### config.mk
export PLATFORM = sky130hd
export DESIGN_NAME = sample_feeder
export DESIGN_NICKNAME = d
export VERILOG_FILES = /design/src/rtl/sample_feeder_pkg.sv /design/src/rtl/sample_feeder_fifo.sv /design/src/rtl/sample_feeder.sv
export SDC_FILE = /design/constraint.sdc
export NUM_CORES = 1
export LEC_CHECK = 0
export ABC_CLOCK_PERIOD_IN_PS = 4600
export BUFFER_PORTS_ARGS = -buffer_cell sky130_fd_sc_hd__buf_2
export CAP_MARGIN = 10
export CORE_MARGIN = 1
export CORE_UTILIZATION = 64
export DETAILED_ROUTE_END_ITERATION = 7
export PLACE_DENSITY = 0.84
export RECOVER_POWER = 50
export SYNTH_ARGS = -nofsm -noshare
export SYNTH_HDL_FRONTEND = slang
export SYNTH_SLANG_ARGS = --single-unit
### constraint.sdc
create_clock -name clk -period 4.6 [get_ports clk]
set_clock_uncertainty 0.05 [all_clocks]
set_input_delay 0.23 -clock clk [delete_from_list [all_inputs] [get_ports clk]]
set_output_delay 0.23 -clock clk [all_outputs]
set_load 0.02 [all_outputs]
### src/rtl/sample_feeder_pkg.sv
// Shared definitions for the sample feeder: FSM state encoding, default sample
// width, counter width and a saturating-increment helper.
package sample_feeder_pkg;

   localparam int unsigned DWIDTH_DEFAULT = 16;
   localparam int unsigned CNT_W          = 16;

   typedef enum logic [1:0] {
      IDLE    = 2'd0,
      ACK     = 2'd1,
      RELEASE = 2'd2
   } fsm_state_e;

   function automatic logic [CNT_W-1:0] sat_inc(input logic [CNT_W-1:0] v);
      return (v == '1) ? v : v + 1'b1;
   endfunction

endpackage

### src/rtl/sample_feeder_fifo.sv
// Circular sample FIFO: storage, wrapping pointers, occupancy and registered
// empty/full flags that already reflect the current edge's push and pop.
module sample_fifo #(
   parameter int unsigned DWIDTH    = 16,
   parameter int unsigned DEPTH     = 8,
   parameter int unsigned DEPTH_LOG = 3
) (
   input  logic                 clk,
   input  logic                 rst,
   input  logic                 push,
   input  logic                 pop,
   input  logic [0:DWIDTH-1]    wr_data,
   output logic [0:DWIDTH-1]    rd_data,
   output logic [DEPTH_LOG:0]   level,
   output logic                 empty,
   output logic                 full
);

   logic [0:DWIDTH-1]    mem_q [DEPTH];
   logic [DEPTH_LOG-1:0] wr_ptr_q, wr_ptr_d;
   logic [DEPTH_LOG-1:0] rd_ptr_q, rd_ptr_d;
   logic [DEPTH_LOG:0]   level_q, level_d;
   logic                 empty_q, empty_d;
   logic                 full_q, full_d;
   logic                 do_push, do_pop;

   // A same-edge pop frees the slot, so a push while full still lands.
   always_comb begin
      do_pop   = pop && !empty_q;
      do_push  = push && (!full_q || do_pop);
      wr_ptr_d = wr_ptr_q + DEPTH_LOG'(do_push);
      rd_ptr_d = rd_ptr_q + DEPTH_LOG'(do_pop);
      level_d  = level_q + (DEPTH_LOG+1)'(do_push) - (DEPTH_LOG+1)'(do_pop);
      empty_d  = (level_d == '0);
      full_d   = (level_d == (DEPTH_LOG+1)'(DEPTH));
   end

   always_ff @(posedge clk) begin
      if (do_push) begin
         mem_q[wr_ptr_q] <= wr_data;
      end
   end

   always_ff @(posedge clk) begin
      if (rst) begin
         wr_ptr_q <= '0;
         rd_ptr_q <= '0;
         level_q  <= '0;
         empty_q  <= 1'b1;
         full_q   <= 1'b0;
      end else begin
         wr_ptr_q <= wr_ptr_d;
         rd_ptr_q <= rd_ptr_d;
         level_q  <= level_d;
         empty_q  <= empty_d;
         full_q   <= full_d;
      end
   end

   assign rd_data = mem_q[rd_ptr_q];
   assign level   = level_q;
   assign empty   = empty_q;
   assign full    = full_q;

endmodule

### src/rtl/sample_feeder.sv
// Sample feeder: buffers strobed samples and serves them over four-phase
// req/ack. Define SAMPLE_FEEDER_UNDERFLOW_FILL_EN to answer an empty FIFO with zero fill.
module sample_feeder
   import sample_feeder_pkg::*;
#(
   parameter int unsigned DWIDTH    = DWIDTH_DEFAULT,
   parameter int unsigned DEPTH     = 8,
   parameter int unsigned DEPTH_LOG = 3
) (
   input  logic                 clk,
   input  logic                 rst,
   input  logic                 in_valid,
   input  logic [0:DWIDTH-1]    in_data,
   input  logic                 req,
   output logic                 ack,
   output logic [0:DWIDTH-1]    data_out,
   output logic [DEPTH_LOG:0]   level,
   output logic                 empty,
   output logic                 full,
   output logic [CNT_W-1:0]     overflow_cnt
`ifdef SAMPLE_FEEDER_UNDERFLOW_FILL_EN
   ,
   output logic [CNT_W-1:0]     underflow_cnt
`endif
);

   localparam logic [1:0] ST_IDLE    = IDLE;
   localparam logic [1:0] ST_ACK     = ACK;
   localparam logic [1:0] ST_RELEASE = RELEASE;

   logic [1:0]          state_q, state_d;
   logic                ack_q, ack_d;
   logic [0:DWIDTH-1]   data_q, data_d;
   logic [CNT_W-1:0]    ovf_q, ovf_d;
   logic                fifo_push, fifo_pop;
   logic [0:DWIDTH-1]   fifo_rd;
   logic                fifo_empty, fifo_full;
`ifdef SAMPLE_FEEDER_UNDERFLOW_FILL_EN
   logic [CNT_W-1:0]    unf_q, unf_d;
`endif

   sample_fifo #(
      .DWIDTH    (DWIDTH),
      .DEPTH     (DEPTH),
      .DEPTH_LOG (DEPTH_LOG)
   ) u_fifo (
      .clk     (clk),
      .rst     (rst),
      .push    (fifo_push),
      .pop     (fifo_pop),
      .wr_data (in_data),
      .rd_data (fifo_rd),
      .level   (level),
      .empty   (fifo_empty),
      .full    (fifo_full)
   );

   assign fifo_push = in_valid && !rst;

   // The head is captured into data_q on the same edge it is popped.
   always_comb begin
      state_d  = state_q;
      data_d   = data_q;
      ovf_d    = ovf_q;
      fifo_pop = 1'b0;
`ifdef SAMPLE_FEEDER_UNDERFLOW_FILL_EN
      unf_d    = unf_q;
`endif
      case (state_q)
         ST_IDLE: begin
            if (req && !fifo_empty) begin
               state_d  = ST_ACK;
               fifo_pop = 1'b1;
               data_d   = fifo_rd;
            end
`ifdef SAMPLE_FEEDER_UNDERFLOW_FILL_EN
            else if (req) begin
               state_d = ST_ACK;
               data_d  = '0;
               unf_d   = sat_inc(unf_q);
            end
`endif
         end
         ST_ACK: begin
            if (!req) begin
               state_d = ST_RELEASE;
            end
         end
         ST_RELEASE: state_d = ST_IDLE;
         default:    state_d = ST_IDLE;
      endcase
      if (in_valid && fifo_full && !fifo_pop) begin
         ovf_d = sat_inc(ovf_q);
      end
      ack_d = (state_d == ST_ACK);
   end

   always_ff @(posedge clk) begin
      if (rst) begin
         state_q <= ST_IDLE;
         ack_q   <= 1'b0;
         data_q  <= '0;
         ovf_q   <= '0;
`ifdef SAMPLE_FEEDER_UNDERFLOW_FILL_EN
         unf_q   <= '0;
`endif
      end else begin
         state_q <= state_d;
         ack_q   <= ack_d;
         data_q  <= data_d;
         ovf_q   <= ovf_d;
`ifdef SAMPLE_FEEDER_UNDERFLOW_FILL_EN
         unf_q   <= unf_d;
`endif
      end
   end

   assign ack          = ack_q;
   assign data_out     = data_q;
   assign empty        = fifo_empty;
   assign full         = fifo_full;
   assign overflow_cnt = ovf_q;
`ifdef SAMPLE_FEEDER_UNDERFLOW_FILL_EN
   assign underflow_cnt = unf_q;
`endif

endmodule

==> impl_metrics.tcl, run 1 <==
set metrics [dict create \
    status "complete, no violations" \
    hold_end "u_fifo.level[3]" \
    worst_hold_path_type "input pin to flop" \
    postLayoutCoreUtil_pct 76.9 \
    synthCells 412 \
    crit_path_end_kind "flop" \
    startpoint_type "flop" \
    finalSetupViolations 0 \
    cts_buffers 17 \
    hold_ws_ns 0.281 \
    synthesis.area_um2 6980 \
    ant_nets 0 \
    grt-ovfl-total 0 \
    finalHoldViolations 0 \
    antenna_found_initial 0 \
    postCtsSetupRepairBufs 0 \
    rrSetupSlack_ns 1.75 \
    synth_area_leaders "edfxtp_1 (55%), dfxtp_1 (13%), mux4_2 (10%)" \
    critical_path_class "flop to flop" \
    seq_area_frac_synth_pct 68.5 \
    cts.path.max_buffers 2 \
    synth_nets 442 \
    place_area_um2 7390 \
    cts_htree_levels 4 \
    grt_pass1_wl_mm 21.2 \
    vdd_drop_max_uv 295 \
    worst_pin_slew_ns 1.15 \
    drt-total-wl_mm 13.5 \
    drc 0 \
    place_congestion 0.808 \
    timing.final.max_slew_violations 0 \
    grt_pass1_vias 4014 \
    crit_chain "or4b_4, clkinv_4, ha_1, inv_1, ha_1, inv_1, fa_1, xor2_1, nand3b_1, inv_1, a21o_1" \
    slowest_stage "or4b_4" \
    fin_ws_ns 1.75 \
    die_w_um 106 \
    path_clk_slew_ns 0.07 \
    critical_path.most_common_cell "inv_1" \
    leakage_nw 2.62 \
    maxCapViolations 0 \
    cts_root_buffer "clkbuf_8" \
    dieArea_um2 11300 \
    design_area_um2 8050 \
    synth-seq-cells 175 \
    hp-start "rst" \
    post-route-min-period_ns 2.85 \
    die_y_um 106 \
    reg2reg_from "u_fifo.empty" \
    tns_ns 0 \
    cp.arrival_ns 3.22 \
    numClockSinks 175 \
    final_common_cell "edfxtp_1" \
    cts_tree "done" \
    grt_max_degree 50 \
    relSlewSlack_pct 23.3 \
    yosys_warnings 0 \
    layout_common_cells "edfxtp_1 (128), clkbuf_1 (57), dfxtp_1 (45), mux4_2 (32), nor2_1 (31)" \
    port_buffers 58 \
    layout.nets 526 \
    dp_slack_ns 1.75 \
    area_growth_pct 15.3 \
    timing.rr.end "u_fifo.empty" \
    synth_edf_count 128 \
    initialDrtViolationCount 335 \
    rows 37 \
    core_um2 10500 \
    wl_per_cell_um 20.9 \
    crit_required_ns 4.97 \
    drtPass1Iterations 5 \
    fin_crit_sh_pct 62.0 \
    cp_slowest_stage_delay_ns 0.66 \
    whs_path_depth 2 \
    grt.total_usage_pct 26.2 \
    drive_gt1_share_pct 17.9 \
    fill_cells 628 \
    synth_ff_type "edfxtp_1" \
    synth_top_area_share_pct 55.0 \
    rsz0062_at_grt "false" \
    yosysTopAreaCell "edfxtp_1" \
    start_util_pct 66.8 \
    num_io_pins 59 \
    dp_hpwl_mm 8.22 \
    antenna-diode-count 0 \
    vias 4008 \
    synth.distinct_cells 57 \
    r2r_cells 11 \
    routed_via_density 6.21 \
    syn_avg_cell_area_um2 17.0 \
    clkLatencyLatePin_ns 0.53 \
    synthArstFlopShare_pct 0 \
    worst-path-max-fanout 34 \
    fmax_mhz 351 \
    pwr_density_cell_nw_per_um2 480 \
]
==> worst max-delay path by stage <==
stage | to | slack, ns | startpoint | cells after the start
after floorplan | u_fifo.mem_q[0][0] | 1.64 | u_fifo.empty | 5
after global placement | u_fifo.empty | 1.83 | u_fifo.empty | 11
after detailed placement | u_fifo.empty | 1.75 | state_q[1] | 11
after CTS | u_fifo.empty | 1.73 | u_fifo.empty | 11
after global routing | u_fifo.empty | 1.61 | u_fifo.empty | 11
final | u_fifo.empty | 1.75 | u_fifo.empty | 11
==> stage by stage <==
step | power, mW | std cells
5_1_grt | 4.01 | 645
3_3_place_gp | 2.49 | 596
2_1_floorplan | 2.37 | 412
4_1_cts | 3.91 | 645
3_5_place_dp | 2.53 | 596
6_report | 3.86 | 645
==> sequential cells by signal (all words and copies together) (netlist names) <==
| signal | flops |
|---|---|
| u_fifo.full | 1 |
| data_out | 16 |
| u_fifo.empty | 1 |
| state_q | 2 |
| ack | 1 |
| u_fifo.rd_ptr_q | 3 |
| u_fifo.wr_ptr_q | 3 |
| u_fifo.mem_q | 128 |
| u_fifo.level | 4 |
| overflow_cnt | 16 |
==> logic make-up after synthesis <==
logic type	share of synthesized area (%)
buffers and inverters	2.54
DFF	68.5
adders and majority gates	1.90
and+or+nand+nor	8.65
xor gates and xnor gates	0.627
muxes	13.0
AOI/OAI and AO/OA	4.78
==> cell usage after synthesis (all sizes together) (2+ instances only) <==
library cell	n
nor3b	2
o21ai	4
nand2	10
a211oi	16
mux2i	16
nor2	31
nand3	4
dfxtp	47
xnor2	3
nand2b	4
or3	3
and2	2
nor3	4
and3	2
buf	15
nor4	2
clkbuf	4
nor2b	7
o21a	2
o31ai	7
a21oi	13
nand4	6
nor4b	4
edfxtp	128
mux2	2
ha	9
a21o	2
or4	7
mux4	32
xor2	2
inv	10
and4	2
==> critical path: cells and delay by family (launching register included) <==
kind	cells	cell delay, ns
compound gates	1	0.17
simple gates	2	0.77
flops	1	0.33
buf+inv	4	0.43
fa+ha+maj	3	0.82
xor+xnor	1	0.16
==> per-layer routing <==
metal | vias to the layer above | global-route usage [%] | routed length [um]
met5 | - | 0 | 0
met1 | 2015 | 33.6 | 5510
met4 | 0 | 11.3 | 242
li1 | 1804 | - | -
met2 | 164 | 43.5 | 7020
met3 | 25 | 5.89 | 692
==> final cells by class <==
cell class / count / area, um2 / area share [%]
clock inverters: 14 / 151 / 1.88
flip-flops and latches: 175 / 4790 / 59.5
multi-input cells: 207 / 2020 / 25.1
inverters: 11 / 46.3 / 0.575
repair buffers: 84 / 458 / 5.69
well taps: 136 / 170 / 2.11
clock buffers: 18 / 418 / 5.19
==> repair_timing <==
item                                   in CTS  in global routing
hold buffers                               17                  0
resized for setup                           0                  0
endpoints found under the hold margin     131                  0
==> where the power goes <==
part           switching, mW  internal [mW]
combinational          0.353          0.276
sequential            0.0786           1.77
clock                  0.599          0.782
total                   1.03           2.83
No activity file was read; power rests on OpenSTA's default activity.
==> run 2, diff against run 1 <==
- ABC_CLOCK_PERIOD_IN_PS: 4600 -> 2480
- CORE_UTILIZATION: 64 -> 53
- PLACE_DENSITY: 0.84 -> 0.74
- clock period: 4.6 -> 2.48 ns (I/O delays scaled with it)
==> run 2 against run 1 <==
Net effect:
- utilization fell by 11 points
- count of clock-buffer cells in the layout grew 3
- routed wire length fell by 1.4%
- critical path depth did not move
- non-clock buffer count grew 17
- via count is 2.8% lower
- global-route usage down 4.9 points
- critical path type unchanged
==> impl_metrics.tcl, run 2 (synthesis gave the netlist of run 1 again) <==
set metrics [dict create \
    rsz0062_at_grt "false" \
    dp_slack_ns 0.0748 \
    dieArea_um2 13600 \
    grt_pass1_wl_mm 20.9 \
    finalNonFillerCells 698 \
    die_w_um 117 \
    vdd_drop_max_uv 592 \
    startpoint_type "flop" \
    drtPass1Iterations 4 \
    worst_hold_path_type "input pin to flop" \
    antenna-diode-count 0 \
    grt.total_usage_pct 21.3 \
    start_util_pct 54.9 \
    numClockSinks 175 \
    layout_common_cells "edfxtp_1 (128), clkbuf_1 (60), dfxtp_1 (46), mux4_2 (32), nor2_1 (25)" \
    tns_ns 0 \
    grt-ovfl-total 0 \
    cts.path.max_buffers 2 \
    postLayoutCoreUtil_pct 65.6 \
    clkLatencyLatePin_ns 0.42 \
    num_io_pins 59 \
    status "complete, no violations" \
    slowest_stage "or4b_4" \
    relSlewSlack_pct 62.4 \
    crit_path_end_kind "flop" \
    grt_pass1_vias 3941 \
    cts_root_buffer "clkbuf_16" \
    grt_max_degree 49 \
    place_area_um2 7640 \
    fin_crit_sh_pct 95.8 \
    pwr_density_cell_nw_per_um2 891 \
    worst_pin_slew_ns 0.564 \
    dp_hpwl_mm 8.33 \
    whs_path_depth 3 \
    place_congestion 0.805 \
    cts_buffers 17 \
    final_common_cell "edfxtp_1" \
    largest_reg_flops 128 \
    fin_ws_ns 0.105 \
    r2r_cells 11 \
    timing.final.max_slew_violations 0 \
    leakage_nw 2.72 \
    cp.arrival_ns 2.63 \
    cp_slowest_stage_delay_ns 0.60 \
    drc 0 \
    drt-total-wl_mm 13.3 \
    finalHoldViolations 0 \
    hold_ws_ns 0.254 \
    drive_gt1_share_pct 21.7 \
    finalSetupViolations 0 \
    post-route-min-period_ns 2.38 \
    antenna_found_initial 0 \
    design_area_um2 8340 \
    cp_top_family "simple AND/OR/NAND/NOR gates" \
    cts_tree "done" \
    critical_path_class "flop to flop" \
    area_growth_pct 19.4 \
    wl_per_cell_um 19.0 \
    path_clk_slew_ns 0.06 \
    rows 41 \
    fmax_mhz 421 \
    initialDrtViolationCount 262 \
    top_register "u_fifo.mem_q" \
    layout.nets 543 \
    die_y_um 117 \
    routed_via_density 5.58 \
    maxCapViolations 0 \
    crit_chain "or4b_4, clkinv_8, ha_4, inv_2, ha_4, inv_2, fa_2, xor2_2, nand3b_1, inv_1, a21o_1" \
    worst-path-max-fanout 4 \
    ant_nets 0 \
    crit_required_ns 2.74 \
    core_um2 12700 \
    path_depth 11 \
    vias 3896 \
    crit_buf_inv 4 \
    port_buffers 58 \
    rrSetupSlack_ns 0.10 \
    cts_htree_levels 4 \
    placed_cells 648 \
    total_power_mw 7.43 \
]
==> run 2: cell count changes in the layout (fill, tap and decap cells not counted), moves of 3 or more <==
cell      change
buf_4        +15
clkbuf_1      +3
nor2_2        +6
clkinv_2      -3
inv_6         -3
nor2_1        -6
==> run 2: where the power goes <==
part | internal [mW] | leakage (nW) | switching [mW]
registers | 3.29 | 1.54 | 0.118
logic | 0.600 | 0.895 | 0.695
clock network | 1.68 | 0.288 | 1.05
==> run 2: routing by layer <==
layer	global-route usage, %	routed length, um
met1	27.2	5730
met2	35.7	6760
met3	4.89	534
met4	8.27	246
met5	0	0
==> run 2: final timing paths <==
kind,to,startpoint
max,u_fifo.empty,state_q[1]
min,u_fifo.level[3],rst
max reg2reg,u_fifo.empty,state_q[1]
min reg2reg,data_out[15],data_out[15]
==> run 2: what timing repair did <==
action | in CTS | in global routing
hold buffers | 17 | 0
endpoints found under the hold margin | 131 | 0
resized for setup | 0 | 1
setup endpoints to repair | 0 | 2
setup buffers | 0 | 1
==> run 2: final cells by class <==
type                       instances  area (um2)
inverter                          11        53.8
clock inverter                    11         165
timing repair buffer             101         611
tap                              172         215
clock buffer                      21         440
fill                             940        4380
multi-input combinational        207        2070
sequential                       175        4790
==> run 2: worst reg2reg max path, cell delays in order, from the launching register on <==
cell	delay (ns)
dfxtp_1	0.34
or4b_4	0.60
clkinv_8	0.08
ha_4	0.19
inv_2	0.06
ha_4	0.13
inv_2	0.03
fa_2	0.34
xor2_2	0.16
nand3b_1	0.10
inv_1	0.05
a21o_1	0.14
